**config.mk**
```make
export PLATFORM = sky130hd
export DESIGN_NAME = path_streamer
export DESIGN_NICKNAME = d
export VERILOG_FILES = /design/src/rtl/maze_pkg.sv /design/src/rtl/move_select.sv /design/src/rtl/path_streamer.sv
export SDC_FILE = /design/constraint.sdc
export NUM_CORES = 1
export LEC_CHECK = 0
export BUFFER_PORTS_ARGS = -buffer_cell sky130_fd_sc_hd__buf_2
export CORE_UTILIZATION = 25
export CTS_CLUSTER_SIZE = 10
export DETAILED_ROUTE_END_ITERATION = 10
export GPL_TIMING_DRIVEN = 0
export PLACE_DENSITY = 0.51
export SETUP_SLACK_MARGIN = 0.5
export SLEW_MARGIN = 20
export SYNTH_ARGS = -nofsm -noshare
export SYNTH_HDL_FRONTEND = slang
export SYNTH_SLANG_ARGS = --single-unit
```
**constraint.sdc**
```tcl
create_clock -name clk -period 9.15 [get_ports clk]
set_clock_uncertainty 0.1 [all_clocks]
set_input_delay 1.3725 -clock clk [delete_from_list [all_inputs] [get_ports clk]]
set_output_delay 1.3725 -clock clk [all_outputs]
set_load 0.01 [all_outputs]
```
**src/rtl/maze_pkg.sv**
```systemverilog
// Shared types for the maze solver datapath.
// Move encoding and path streamer state machine.
package maze_pkg;

    typedef logic [1:0] move_t;

    localparam move_t MOVE_UP    = 2'd0;
    localparam move_t MOVE_RIGHT = 2'd1;
    localparam move_t MOVE_DOWN  = 2'd2;
    localparam move_t MOVE_LEFT  = 2'd3;

    typedef enum logic [1:0] {
        ST_IDLE,
        ST_LOAD,
        ST_STREAM,
        ST_DONE
    } stream_state_e;

endpackage

```
**src/rtl/move_select.sv**
```systemverilog
// Indexed mux picking one move out of a flat move vector.
// Out-of-range indices return zero.
module move_select
    import maze_pkg::*;
#(
    parameter int DEPTH  = 128,
    parameter int MOVE_W = 2,
    parameter int CNT_W  = 8
) (
    input  logic [DEPTH*MOVE_W-1:0] flat_i,
    input  logic [CNT_W:0]          idx_i,
    output logic [MOVE_W-1:0]       move_o
);

    localparam int IW = CNT_W + 1;

    // Compare the index against every slot and forward the match.
    always_comb begin
        move_o = '0;
        for (int i = 0; i < DEPTH; i++) begin
            if (idx_i == IW'(i)) begin
                move_o = flat_i[i*MOVE_W +: MOVE_W];
            end
        end
    end

endmodule

```
**src/rtl/path_streamer.sv**
```systemverilog
// Snapshots the move stack on load and replays it one move
// per valid/ready handshake, forward or reversed.
module path_streamer
    import maze_pkg::*;
#(
    parameter int DEPTH  = 128,
    parameter int MOVE_W = 2,
    parameter int CNT_W  = 8
) (
    input  logic                    clk,
    input  logic                    rst,
    input  logic                    load,
    input  logic                    reverse,
    input  logic                    flush,
    input  logic [DEPTH*MOVE_W-1:0] stack_data,
    input  logic [CNT_W-1:0]        stack_count,
    input  logic                    out_ready,
    output logic [MOVE_W-1:0]       move_out,
    output logic                    move_valid,
    output logic                    move_last,
    output logic                    busy,
    output logic                    finished,
    output logic                    overflow
);

    localparam logic [CNT_W:0] DEPTH_C = (CNT_W+1)'(DEPTH);

    stream_state_e             state_q, state_d;
    logic [DEPTH*MOVE_W-1:0]   snap_q, snap_d;
    logic                      rev_q, rev_d;
    logic [CNT_W:0]            idx_q, idx_d;
    logic [CNT_W:0]            rem_q, rem_d;
    logic                      ovf_q, ovf_d;
    logic [CNT_W:0]            cnt_ext;
    logic [MOVE_W-1:0]         sel_move;

    assign cnt_ext = {1'b0, stack_count};

    move_select #(
        .DEPTH  (DEPTH),
        .MOVE_W (MOVE_W),
        .CNT_W  (CNT_W)
    ) u_sel (
        .flat_i (snap_q),
        .idx_i  (idx_q),
        .move_o (sel_move)
    );

    assign move_valid = (state_q == ST_STREAM);
    assign move_out   = move_valid ? sel_move : '0;
    assign move_last  = move_valid && (rem_q == (CNT_W+1)'(1));
    assign busy       = (state_q == ST_LOAD) || move_valid;
    assign finished   = (state_q == ST_DONE);
    assign overflow   = ovf_q;

    // Next-state logic; flush beats load and every state transition.
    always_comb begin
        state_d = state_q;
        snap_d  = snap_q;
        rev_d   = rev_q;
        idx_d   = idx_q;
        rem_d   = rem_q;
        ovf_d   = ovf_q;
        if (flush) begin
            state_d = ST_IDLE;
        end else begin
            unique case (state_q)
                ST_IDLE: begin
                    if (load) begin
                        snap_d  = stack_data;
                        rev_d   = reverse;
                        ovf_d   = (cnt_ext > DEPTH_C);
                        rem_d   = ovf_d ? DEPTH_C : cnt_ext;
                        state_d = ST_LOAD;
                    end
                end
                ST_LOAD: begin
                    if (rem_q == '0) begin
                        state_d = ST_DONE;
                    end else begin
                        idx_d   = rev_q ? rem_q - 1'b1 : '0;
                        state_d = ST_STREAM;
                    end
                end
                ST_STREAM: begin
                    if (out_ready) begin
                        rem_d = rem_q - 1'b1;
                        if (move_last) begin
                            state_d = ST_DONE;
                        end else if (rev_q) begin
                            idx_d = idx_q - 1'b1;
                        end else begin
                            idx_d = idx_q + 1'b1;
                        end
                    end
                end
                ST_DONE: begin
                    state_d = ST_IDLE;
                end
                default: begin
                    state_d = ST_IDLE;
                end
            endcase
        end
    end

    // State, snapshot and counter registers.
    always_ff @(posedge clk or posedge rst) begin
        if (rst) begin
            state_q <= ST_IDLE;
            snap_q  <= '0;
            rev_q   <= 1'b0;
            idx_q   <= '0;
            rem_q   <= '0;
            ovf_q   <= 1'b0;
        end else begin
            state_q <= state_d;
            snap_q  <= snap_d;
            rev_q   <= rev_d;
            idx_q   <= idx_d;
            rem_q   <= rem_d;
            ovf_q   <= ovf_d;
        end
    end

endmodule

```
# Word-level counts from Yosys, hierarchy flattened
# Cells that the tools add are included.
# word_totals
output_inout_bits	7
word_cells	305
ff_bits	278
# op_classes
n_lt_le_gt_ge	1
reduce_logical	11
eq_ne	138
n_mux	145
bitwise_logic	1
add_sub_neg	3
# op_table
op	n
== test 9 x 7 -> 1 bit, second input constant	64
== test 9 x 6 -> 1 bit, second input constant	32
2-to-1 mux 2 bit	133
== test 9 x 5 -> 1 bit, second input constant	16
== test 9 x 4 -> 1 bit, second input constant	8
2-to-1 mux 9 bit	7
== test 9 x 3 -> 1 bit, second input constant	4
one-hot mux 9 bit (2 select lines)	2
== test 9 x 1 -> 1 bit, second input constant	2
== test 9 x 2 -> 1 bit, second input constant	2
logical NOT 9 bit	2
subtractor 9 x 1 -> 9 bit, second input constant	2
adder 9 x 1 -> 9 bit, second input constant	1
greater-than comparator 8 bit, second input constant	1
2-to-1 mux 8 bit	1
!= test 2 bit, second input constant	4
one-hot mux 2 bit (4 select lines)	1
!= test 3 bit, second input constant	2
AND reduction 3 bit	2
AND reduction 5 bit	1
== test 2 bit, second input constant	2
AND reduction 4 bit	1
nonzero test 2 bit	2
!= test 3 x 2 -> 1 bit, second input constant	1
6 further kinds	6

# Depth between registers and ports, before layout
# Gate-level depths: netlist of the first run.
# depth
depth_word	130
mapped_depth	14
depth_no_buf	11

# Modules after synthesis
# From an unflattened synthesis of the first run, not the netlist that was laid out.
# hier_totals
hier_cells	1330
hier_area_um2	14799.2
# by_module_without_submodules
module	area_per_inst_um2	cells_each	seq_area_each_um2	n_inst
path_streamer	11150.7	747	6956.7	1
move_select	3648.5	583	0.0	1

# Worst setup path after synthesis of the first run
# OpenSTA, ideal clock, no wires.
# synth_timing
kind	flip-flop to output port
from	reg idx_q[0]
to	out move_out[1]
required_time_ns	7.677
slack_ns	5.007
t_arrival_ns	2.671
n_path_buf	2
stages_incl_launch_ff	14
path_cell_list	dfrtp_1 -> inv_1 -> ha_1 -> clkbuf_1 -> nor4bb_1 -> clkbuf_1 -> a221oi_1 -> o21ai_0 -> o31ai_1 -> a21oi_1 -> a2bb2oi_1 -> o211ai_1 -> a311o_1 -> o211ai_1
# synth_between
elab_chain_len	130
word_cells_on_any_way	257
cone_classes	eq/ne: 127; mux: 129; reduce/logical: 1
# synth_lines
element	line_no	source
from (decl)	path_streamer.sv:31	logic [CNT_W:0] idx_q, idx_d;
from (signal assigned)	path_streamer.sv:120	idx_q <= idx_d;
logical NOT 9 bit	move_select.sv:21	if (idx_i == IW'(i)) begin
2-to-1 mux 2 bit (127 in a row)	move_select.sv:21	
2-to-1 mux 2 bit *	move_select.sv:21	
2-to-1 mux 2 bit *	path_streamer.sv:50	assign move_out = move_valid ? sel_move : '0;
to (decl)	path_streamer.sv:18	output logic [MOVE_W-1:0] move_out,
# Every way passes the cells marked *; elsewhere a longest branch is shown, timed or not.

# Worst setup path after layout of the first run
# layout_timing
from	reg idx_q[1]
to	out move_out[0]
# Same word-level chain as after synthesis.

==> results of run 1 <==
-- worst max-delay path by stage --
stage,start,to,slack (ps),cells after the start
CTS,idx_q[1],move_out[0],2670,15
global placement,rst,snap_q[212],2220,2
detailed placement,idx_q[1],move_out[0],3280,15
floorplan,rst,idx_q[0],4000,1
finish,idx_q[1],move_out[0],2540,15
global route,idx_q[1],move_out[0],2530,15
-- layout make-up --
class                      instances  area share (%)
inverter                          31           0.650
timing repair buffer             285            8.46
clock inverter                     9           0.806
multi-input combinational        928            39.0
clock buffer                      47            5.54
tap                              765            5.18
buffer                           104            2.66
sequential                       278            37.7
-- flip-flops by register name (all words and copies together) (netlist names) --
register  count
idx_q         9
overflow      1
rem_q         9
rev_q         1
snap_q      256
state_q       2
-- cell families after synthesis --
group,after synthesis,synth area share (%)
and+or+nand+nor,281,10.7
buffers and inverters,135,4.11
muxes,258,19.7
AOI/OAI and AO/OA,371,17.0
adders and majority gates,12,1.02
DFF,278,47.1
xor gates and xnor gates,6,0.356
-- per-layer routing --
| metal | up-vias | track usage (%) |
|---|---|---|
| li1 | 5700 | - |
| met1 | 6729 | 31.7 |
| met2 | 673 | 33.1 |
| met3 | 115 | 4.41 |
| met4 | 0 | 7.79 |
| met5 | - | 0 |
-- cells in the final DEF, fill, tap and decap left out, types with 17 or more instances in the layout --
cell type	instances
a221oi_1	17
nand3_1	19
a21oi_1	87
inv_1	29
a31oi_1	21
buf_2	299
o211ai_1	17
nor3_1	30
dfrtp_1	278
clkbuf_16	37
clkbuf_1	70
o21ai_0	79
mux2_2	257
nand2_1	77
nor2_1	57
o22ai_1	25
-- worst register-to-register path: cells and delay by family, from the launching register on --
kind	cells	cell delay (ps)
buf+inv	3	1680
fa+ha+maj	1	220
simple gates	1	610
mux	1	430
flops	1	420
-- stage by stage --
| stage | hold WS (ps) | util [%] | area, um2 | power (mW) |
|---|---|---|---|---|
| floorplan | 370 | - | 14800 | 3.81 |
| detailed placement | 373 | 29.8 | 17300 | 4.84 |
| finish | 389 | 31.8 | 18500 | 6.34 |
| global route | 419 | 31.8 | 18500 | 6.65 |
| CTS | 387 | 31.8 | 18500 | 6.32 |
| global placement | 363 | 29.5 | 17100 | 4.79 |
-- power by group through the flow --
stage / clock, mW / sequential, mW / combinational, mW
5_1_grt: 1.52 / 2.49 / 2.64
2_1_floorplan: 0 / 2.12 / 1.69
4_1_cts: 1.47 / 2.41 / 2.44
3_5_place_dp: 0 / 2.42 / 2.42
6_report: 1.44 / 2.43 / 2.47
3_3_place_gp: 0 / 2.41 / 2.38
==> impl_metrics.csv, run 1 <==
group,metric,value,unit
synth,synth_area_per_cell,11.0,um2
finish,nets,1947,
timing,post-route-worst-setup-slack,2540,ps
power,pwr-share-comb,39.0,%
place,dp_hpwl,52.9,mm
outcome,outcome,"finished, final reports clean",
timing,max_freq,0.151,GHz
synth,ys_types,82,
clock_tree,clkTransAtPathRegs,60,ps
synth,yosysMostFrequentCell,"dfrtp_1",
finish,finalNonFillerCells,2447,
power,clock_power_share,22.7,%
synth,synth-edff-count,0,
route,dr_total_vias,13217,
route,vias_per_cell,5.40,
clock_tree,cts_max_level,2,
synth,synthTopCellsByCount,"dfrtp_1, mux2_2, a21oi_1",
power,p_sw,2.54,mW
clock_tree,cts_tree,"yes",
place,gp_congestion,0.973,
setup_path,critPathArrivalTime,5140,ps
finish,fillers,5953,
synth,yosysTopAreaCellShare,47.1,%
synth,synth_fp_nets,1623,
setup_path,cp_max_fo,10,
clock_tree,cts_setup_buffers,0,
power,sw_frac_of_total,40.0,%
route,first_iter_violations,1333,
timing,slew_viol_final,0,
finish,syn_to_final_growth,25.1,%
route,met3_length,5.12,mm
hold_path,hold-path-endpoint,"overflow",
setup_path,crit_chain,"inv_1 -> ha_1 -> clkbuf_1 -> clkbuf_1 -> buf_1 -> a21oi_1 -> o2bb2ai_1 -> o21ai_0 -> a31oi_1 -> o21a_1 -> o21ai_1 -> a31oi_1 -> o211ai_1 -> a21oi_1 -> buf_2",
synth,synth_top_area_cell,"dfrtp_1",
route,ant_nets,0,
setup_path,setup.worst_path.start_class,"flop",
synth,syn_inst,1341,
floorplan,core_area,58000,um2
place,post-place-ws,3280,ps
synth,synthArstFlopShare,100,%
floorplan,start_util,25.4,%
setup_path,r2r_start,"state_q[1]",
flow_run,maxCapViolCount,0,
synth,yosys_warnings,0,
setup_path,reg2reg_slack,5560,ps
power,leakagePower,7.78,nW
clock_tree,numCtsBuffers,37,
timing,fin_crit,6610,ps
timing,min_period_over_period,72.3,%
setup_path,crit_path_max_incr_delay,620,ps
synth,synth_area,14800,um2
clock_tree,root_buffer,"clkbuf_16",
finish,ff_latch_area,6960,um2
setup_path,critPathKind,"reg2out",
hold_path,hold_start,"overflow",
route,routed.top_layer,"met4",
setup_path,critPathBufInv,5,
setup_path,r2r-end,"snap_q[69]",
clock_tree,postCtsHoldBufs,0,
route,drc,0,
power,p_int,3.81,mW
finish,antenna_cells,0,
grt,grt_pass1_vias,13316,
finish,multiInputGateArea,7210,um2
power,power_density,343,nW/um2
clock_tree,insertion_delay,560,ps
route,drt-wirelength-per-cell,27.5,um
synth,yosys-top-cells-area,"dfrtp_1, mux2_2, a21oi_1",
synth,yosys_most_used_dff,"dfrtp_1",
grt,grt_max_degree,34,
route,met1Wirelength,30.8,mm
route,met2_length,29.3,mm
grt,grt_pass1_wl,95.7,mm
place,io_buffers,276,
synth,yosysSeqAreaShare,47.1,%
timing,fin_tns_setup,0,ps
floorplan,dieArea,60000,um2
grt,antenna_found_initial,2,
setup_path,critPathCaptureType,"output pin",
finish,layout-drive-gt1-share,39.2,%
setup_path,required,7680,ps
power,seqPwrFrac,38.4,%
timing,hold_viol_final,0,
floorplan,die_w,245,um
floorplan,io_pins,277,
route,drt-pass1-iter-count,6,
setup_path,rr_worst_depth,6,
clock_tree,cts.sinks,278,
hold_path,min_path_cells,2,
timing,slew_headroom,19.3,%
clock_tree,clock_path_buffers,3,
timing,worst_slew_pin_slew,1200,ps
setup_path,cp_top_family,"buffers and inverters",
hold_path,min_path_type,"reg2reg",
floorplan,fp.dieH,245,um
clock_tree,cts_resized,0,
floorplan,std_cell_rows,88,
place,dp_cells,2391,
setup_path,crit_slowest_cell,"clkbuf_1",
grt,overflow,0,
power,vdd_drop_max,0.122,mV
synth,ys_seq_elements,278,
grt,grt.total_usage,22.2,%
timing,rsz0062_at_grt,"false",
timing,finalSetupViolCount,0,
route,wl,67.3,mm
Note: power is estimated with default switching activity, not from simulation.
==> run 2: changes to the inputs <==
- PLACE_DENSITY: 0.51 -> 0.49
- clock period: 9.15 -> 6.4 ns (I/O delays scaled with it)
==> run 2 against run 1 <==
  * Core utilization grew 0.095 points
  * Die area unchanged
  * First-iteration DRC count is 11% lower
  * Worst setup slack got worse by 1800 ps
  * Register-to-register slack worse by 2700 ps
  * Wire length about the same
  * Critical endpoint unchanged
  * Cell count is essentially flat
  * Clock power grew 40%
  * Critical path depth is 2 lower
  * Non-clock buffer count increased by 4
==> impl_metrics.csv, run 2 (synthesis gave the netlist of run 1 again) <==
group,metric,value,unit
outcome,outcome,"finished, final reports clean",
route,wl,67.3,mm
grt,antenna_found_initial,1,
finish,mostFrequentLayoutCells,"buf_2, dfrtp_1, mux2_2",
finish,syn_to_final_growth,25.5,%
finish,top_regs,"snap_q: 256 flops, idx_q: 9 flops, rem_q: 9 flops",
timing,fin_crit,5700,ps
clock_tree,root_buffer,"clkbuf_16",
floorplan,dieArea,60000,um2
timing,slew_viol_final,0,
finish,nets,1951,
setup_path,critPathArrivalTime,4640,ps
floorplan,fp.dieH,245,um
finish,final_common_cell,"buf_2",
timing,hold_viol_final,0,
setup_path,rr_worst_depth,6,
clock_tree,cts_max_level,2,
setup_path,cp_top_family,"compound AO/OA/AOI/OAI gates",
timing,rsz0062_at_grt,"false",
clock_tree,cts_tree,"yes",
route,ant_nets,0,
finish,largest_register,"snap_q",
finish,ff_latch_area,6960,um2
setup_path,r2r-end,"snap_q[71]",
place,dp_hpwl,52.8,mm
finish,layout-drive-gt1-share,39.6,%
floorplan,start_util,25.4,%
timing,whs,346,ps
grt,overflow,0,
timing,max_freq,0.176,GHz
setup_path,crit_slowest_cell,"buf_1",
setup_path,cp_common_cell,"o211ai_1",
route,drc,0,
grt,grt_max_degree,36,
finish,design_area,18500,um2
place,gp_congestion,0.978,
floorplan,die_w,245,um
route,dr_total_vias,13158,
setup_path,setup.worst_path.start_class,"flop",
setup_path,crit_path_max_incr_delay,620,ps
grt,grt_pass1_vias,13266,
finish,multiInputGateArea,7210,um2
clock_tree,cts.sinks,278,
route,vias_per_cell,5.37,
finish,largest_reg_flops,256,
finish,antenna_cells,0,
timing,slew_headroom,17.9,%
power,leakagePower,7.83,nW
setup_path,critPathCaptureType,"output pin",
clock_tree,clock_path_buffers,3,
setup_path,cp_max_fo,10,
finish,fillers,5950,
place,io_buffers,276,
grt,grt_pass1_wl,95.8,mm
clock_tree,numCtsBuffers,37,
setup_path,r2r_start,"state_q[1]",
power,vdd_drop_max,0.198,mV
hold_path,min_path_type,"in2async",
floorplan,std_cell_rows,88,
floorplan,io_pins,277,
route,first_iter_violations,1187,
clock_tree,insertion_delay,530,ps
route,drt-pass1-iter-count,5,
setup_path,critPathKind,"reg2out",
setup_path,crit_chain,"ha_1 -> inv_2 -> or3_1 -> clkbuf_2 -> buf_1 -> o211ai_1 -> a211oi_1 -> o21a_1 -> o21ai_1 -> a31oi_1 -> o211ai_1 -> a21oi_1 -> buf_2",
setup_path,reg2reg_slack,2900,ps
setup_path,critPathBufInv,4,
power,power_density,488,nW/um2
setup_path,required,5340,ps
timing,finalSetupViolCount,0,
floorplan,core_area,58000,um2
place,dpl_cell_area,17300,um2
timing,worst_slew_pin_slew,1230,ps
grt,grt.total_usage,22.3,%
clock_tree,clkTransAtPathRegs,50,ps
route,drt-wirelength-per-cell,27.5,um
timing,min_period_over_period,89.0,%
flow_run,maxCapViolCount,0,
[run 2: cell count changes in the layout (fill, tap and decap cells not counted), moves of 2 or more]
| cell | previous run | this run |
|---|---|---|
| clkbuf_2 | 0 | 7 |
| clkbuf_1 | 70 | 64 |
| buf_16 | 0 | 3 |
| buf_4 | 5 | 8 |
| buf_12 | 9 | 7 |
| clkinv_4 | 1 | 3 |
| inv_6 | 2 | 0 |
[run 2: worst max path at each step]
stage	start	end	slack, ps	cells after the start
after global placement	rst	snap_q[122]	-130	2
after global routing	idx_q[0]	move_out[1]	540	13
after detailed placement	idx_q[1]	move_out[0]	910	15
final	idx_q[0]	move_out[0]	700	13
after floorplan	rst	idx_q[0]	1660	1
after CTS	idx_q[1]	move_out[0]	520	15
[run 2: repair_timing]
action | CTS | global route
gates cloned | 0 | 0
hold buffers | 0 | 0
gates resized for setup | 2 | 13
setup buffers | 0 | 3
endpoints found under the setup margin | 2 | 2
[run 2: area by class of cell]
type | count | area share (%)
Clock inverter | 6 | 0.554
Inverter | 31 | 0.648
Timing Repair Buffer | 289 | 8.78
Tap cell | 765 | 5.17
Buffer | 104 | 2.70
Sequential cell | 278 | 37.6
Clock buffer | 48 | 5.66
Multi-Input combinational cell | 928 | 38.9
[run 2: stage by stage]
step	std cells	setup TNS (ps)	power, mW	setup slack, ps	utilization, %
after floorplan	1341	0	5.44	1660	-
after global placement	2382	-23390	6.86	-128	29.5
after detailed placement	2392	0	6.93	907	29.9
after CTS	2446	0	9.00	516	31.9
after global routing	2449	0	9.47	537	31.9
final	2449	0	9.04	703	31.9
[run 2: where the power goes]
group	total, mW	switching [mW]	leakage [nW]	internal, mW
Clock	2.01	0.787	0.564	1.22
Sequential	3.48	0.820	3.30	2.66
Combinational	3.55	2.01	3.97	1.55
Total	9.04	3.61	7.83	5.42
[run 2: layer usage]
layer  global-route usage, %  routed length [um]  vias to the layer above
li1                        -                   -                     5684
met1                    31.6               30500                     6695
met2                    33.7               29500                      680
met3                    3.79                5090                       99
met4                    8.16                2160                        0
met5                       0                   0                        -
